### src/rtl/ucsbece154b_fifo_ext.sv
// Synchronous FIFO with arbitrary depth, registered or fall-through read port,
// occupancy count, almost-full/empty thresholds, flush and overflow/underflow pulses.
module ucsbece154b_fifo_ext #(
   parameter int unsigned DATA_WIDTH = 32,
   parameter int unsigned NR_ENTRIES = 4,
   parameter int unsigned FWFT       = 0,
   parameter int unsigned AF_THRESH  = NR_ENTRIES - 1,
   parameter int unsigned AE_THRESH  = 1,
   localparam int unsigned CntW      = $clog2(NR_ENTRIES + 1)
) (
   input  logic                  clk_i,
   input  logic                  rst_i,
   input  logic                  flush_i,
   input  logic [DATA_WIDTH-1:0] data_i,
   input  logic                  push_i,
   output logic [DATA_WIDTH-1:0] data_o,
   input  logic                  pop_i,
   output logic                  full_o,
   output logic                  valid_o,
   output logic                  almost_full_o,
   output logic                  almost_empty_o,
   output logic [CntW-1:0]       count_o,
   output logic                  overflow_o,
   output logic                  underflow_o
);

   localparam int unsigned PtrW = (NR_ENTRIES > 1) ? $clog2(NR_ENTRIES) : 1;
   localparam logic [PtrW-1:0] LastIdx  = PtrW'(NR_ENTRIES - 1);
   localparam logic [CntW-1:0] FullCnt  = CntW'(NR_ENTRIES);
   localparam logic [CntW-1:0] AfCnt    = CntW'(AF_THRESH);
   localparam logic [CntW-1:0] AeCnt    = CntW'(AE_THRESH);

   logic [DATA_WIDTH-1:0] mem_q [NR_ENTRIES];
   logic [PtrW-1:0]       head_q, head_d, tail_q, tail_d;
   logic [CntW-1:0]       count_q, count_d;
   logic                  ovf_q, ovf_d, unf_q, unf_d;
   logic                  pop_acc, push_acc;

   // Explicit wrap so non-power-of-two depths work.
   function automatic logic [PtrW-1:0] ptr_inc(input logic [PtrW-1:0] p);
      return (p == LastIdx) ? '0 : p + 1'b1;
   endfunction

   assign full_o         = (count_q == FullCnt);
   assign valid_o        = (count_q != '0);
   assign almost_full_o  = (count_q >= AfCnt);
   assign almost_empty_o = (count_q <= AeCnt);
   assign count_o        = count_q;
   assign overflow_o     = ovf_q;
   assign underflow_o    = unf_q;

   assign pop_acc  = pop_i && valid_o;
   assign push_acc = push_i && (!full_o || pop_acc);

   always_comb begin
      head_d  = head_q;
      tail_d  = tail_q;
      count_d = count_q + CntW'(push_acc) - CntW'(pop_acc);
      ovf_d   = push_i && !push_acc;
      unf_d   = pop_i && !valid_o;
      if (push_acc) tail_d = ptr_inc(tail_q);
      if (pop_acc)  head_d = ptr_inc(head_q);
      if (flush_i) begin
         head_d  = '0;
         tail_d  = '0;
         count_d = '0;
         ovf_d   = 1'b0;
         unf_d   = 1'b0;
      end
   end

   always_ff @(posedge clk_i) begin
      if (rst_i) begin
         head_q  <= '0;
         tail_q  <= '0;
         count_q <= '0;
         ovf_q   <= 1'b0;
         unf_q   <= 1'b0;
      end else begin
         head_q  <= head_d;
         tail_q  <= tail_d;
         count_q <= count_d;
         ovf_q   <= ovf_d;
         unf_q   <= unf_d;
      end
   end

   // Storage is deliberately left uncleared on reset.
   always_ff @(posedge clk_i) begin
      if (!rst_i && !flush_i && push_acc) mem_q[tail_q] <= data_i;
   end

   if (FWFT != 0) begin : g_fwft
      assign data_o = valid_o ? mem_q[head_q] : '0;
   end else begin : g_reg
      logic [DATA_WIDTH-1:0] data_q;

      always_ff @(posedge clk_i) begin
         if (rst_i) begin
            data_q <= '0;
         end else if (!flush_i && pop_acc) begin
            data_q <= mem_q[head_q];
         end
      end

      assign data_o = data_q;
   end

endmodule
### config.mk
export PLATFORM = sky130hd
export DESIGN_NAME = ucsbece154b_fifo_ext
export DESIGN_NICKNAME = d
export VERILOG_FILES = /design/src/rtl/ucsbece154b_fifo_ext.sv
export SDC_FILE = /design/constraint.sdc
export NUM_CORES = 1
export LEC_CHECK = 0
export CAP_MARGIN = 15
export CORE_MARGIN = 10
export CORE_UTILIZATION = 40
export CTS_CLUSTER_DIAMETER = 60
export CTS_CLUSTER_SIZE = 16
export DETAILED_ROUTE_END_ITERATION = 6
export GPL_TIMING_DRIVEN = 0
export PLACE_DENSITY = 0.59
export RECOVER_POWER = 50
export SLEW_MARGIN = 20
export SYNTH_ARGS = -nofsm -noshare
export SYNTH_HDL_FRONTEND = slang
export SYNTH_SLANG_ARGS = --single-unit
### constraint.sdc
create_clock -name clk_i -period 2.85 [get_ports clk_i]
set_input_delay 0.57 -clock clk_i [delete_from_list [all_inputs] [get_ports clk_i]]
set_output_delay 0.57 -clock clk_i [all_outputs]
set_load 0.1 [all_outputs]
==> results.toml <==
[outcome]
outcome = "completed"

[placement]
dp.cells = 571
routabilityCongestion = 0.679
port_buffers = 77
dpl.hpwl_um = 7780

[pwr]
intPower_uw = 4120
p_comb_share_pct = 7.6
clockPowerShare_pct = 41.2
power_density_mw_per_mm2 = 678
seq_power_share_pct = 51.2
power.switching_uw = 1160
p_leak_uw = 0.00261
ir_drop_mv = 0.386
switching_share_pct = 22.1

[worst_setup_path]
crit_required_ns = 2.28
cp.buffers_inverters = 3
cp_common_cell = "inv_1"
max_stage_delay_ns = 0.82
cp-start-kind = "register"
worst-setup-path-type = "reg -> out"
end_kind = "primary output"
cp_top_family = "buffers and inverters"
cp_cell_sequence = "inv_1 > or3_1 > inv_1 > clkdlybuf4s15_1"
worstPathMaxFanout = 6
cpMaxStageDelayCell = "clkdlybuf4s15_1"
crit_arrival_ns = 2.13

[clocking]
postCtsSetupBuffers = 0
cts_sinks = 169
cts_tree = "done"
clock_latency_ns = 0.42
cts-root-buf = "clkbuf_16"
cts_max_path_buffers = 2
cts_buffers = 17
htreeDepth = 4
path_clk_slew_ns = 0.06

[global_route]
grt_pass1_vias = 3386
grt_remaining_overflow = 0
antenna_found_initial = 1
grt_pass1_wl_um = 19100
grt_util_all_layers_pct = 12.5
grt_start_max_net_pins = 26

[timing]
worst_pin_slew_ns = 0.979
clock-skew-final_ns = 0.00717
fmax_mhz = 371
rsz0062_at_grt = "false"
fin_crit_sh_pct = 94.6
final-setup-viol-count = 0
relSlewSlack_pct = 34.5
hold_viol = 0
hold_ws_ns = 0.474
tns_ns = 0
fin_crit_ns = 2.70
drv_slew = 0

[synth]
synth_flop_cell = "edfxtp_1"
synth-seq-cells = 169
yosysWarningCount = 0
async_flop_share_pct = 0
synth_area_leaders = "edfxtp_1 62%, dfxtp_1 13%, mux4_2 12%"
yosysTopAreaCellShare_pct = 62.3
synth.largest_area_cell = "edfxtp_1"
synth-edff-count = 128
syn-mean-instance-area_um2 = 20.4
syn_area_mm2 = 0.00617
synth_cell_types = 32
syn_nets = 349
synthCells = 302
yosysSeqAreaShare_pct = 75.6

[final_layout]
layout-drive-gt1-share_pct = 19.0
area_delta_synth_final_pct = 26.3
final_cells = 604
final_nets = 449

[floorplanning]
die_y_um = 144
rows = 45
die-area_mm2 = 0.0208
start_util_pct = 40.8
fp.dieW_um = 144
num_io_pins = 78
core-area_mm2 = 0.0151

[flow_run]
drv_cap = 0

[hold_path]
hold_class = "reg -> reg"

[drt]
dr_total_vias = 3078
drcViolationCount = 0
viasPerCell = 5.10
wl_per_cell_um = 20.3
antenna_left = 0
dr.pass1.iters = 4
routed_wl_um = 12300
drtIter0Drc = 186
## timing repair
item / CTS / global route
hold buffers: 0 / 0
hold endpoints to repair: 0 / 0
gates cloned: 0 / 0
gates resized for setup: 4 / 3
setup endpoints to repair: 4 / 2
## state kept, by name (all words and copies together), names as in the netlist
name	count
head_q	2
data_o	32
mem_q	128
underflow_o	1
tail_q	2
count_o	3
overflow_o	1
## power groups by stage
stage | logic [µW] | clock network (µW) | registers (µW)
finish | 400 | 2180 | 2700
detailed placement | 423 | 0 | 2760
global placement | 413 | 0 | 2760
CTS | 421 | 2210 | 2700
floorplan | 152 | 0 | 2870
global route | 428 | 2330 | 2710
## stage by stage
stage	power [µW]	instance area (µm²)	setup slack (ns)	utilization, %
floorplan	3020	6180	0.268	-
global placement	3170	7180	-0.792	47.4
detailed placement	3180	7270	0.132	48.0
CTS	5340	7820	0.0144	51.6
global route	5460	7790	0.0365	51.4
finish	5280	7790	0.153	51.4
## layout make-up
cell class / count / area [µm²]
timing repair buffer: 81 / 843
buffer: 15 / 95.1
multi-input combinational: 112 / 1370
clock inverter: 10 / 103
inverter: 6 / 22.5
sequential: 169 / 4670
antenna: 1 / 2.50
clock buffer: 22 / 454
tap: 188 / 235
fill: 1242 / 7350
## logic make-up (layout without fill, tap and decap cells)
| group | Yosys count | in the layout | synth area share, % |
|---|---|---|---|
| flip-flops | 169 | 169 | 75.6 |
| AO/OA/AOI/OAI | 38 | 38 | 5.49 |
| multiplexers | 34 | 34 | 12.0 |
| AND/OR/NAND/NOR | 29 | 29 | 2.68 |
| buffers and inverters | 21 | 134 | 1.97 |
| adder cells (fa/ha/maj) | 10 | 10 | 2.15 |
| XOR/XNOR | 1 | 1 | 0.142 |
| other | 0 | 1 | 0 |
## cells in the final DEF (no fill, tap or decap), drive strengths merged, types with 4 or more instances in the layout
cell	count
mux4	32
buf	12
and3	4
inv	6
ha	9
clkbuf	30
dlygate4sd3	34
dfxtp	41
nand2	8
edfxtp	128
clkdlybuf4s50	39
clkinv	7
a22o	32
## synth_stat cells (all sizes together) (4+ instances only)
master  number
mux4        32
and3         4
a22o        32
inv          6
nand2        8
edfxtp     128
buf         12
ha           9
dfxtp       41
## path summary, 6_finish.rpt
| path | from | endpoint | slack, ns | cells after the start |
|---|---|---|---|---|
| worst max register to register | count_o[1] | count_o[1] | 0.75 | 6 |
| worst max-delay path | count_o[2] | full_o | 0.15 | 4 |
| worst min register to register | data_o[25] | data_o[25] | 0.47 | 1 |
| worst min-delay path | data_o[25] | data_o[25] | 0.47 | 1 |
## metal layers
metal,vias up,share of wire (%),track usage [%]
met5,-,0,0
met4,0,1.3,4.47
met3,11,6.4,4.76
met2,72,51,20.4
met1,1566,42,14.9
li1,1429,-,-
(Power assumes the default switching activity.)
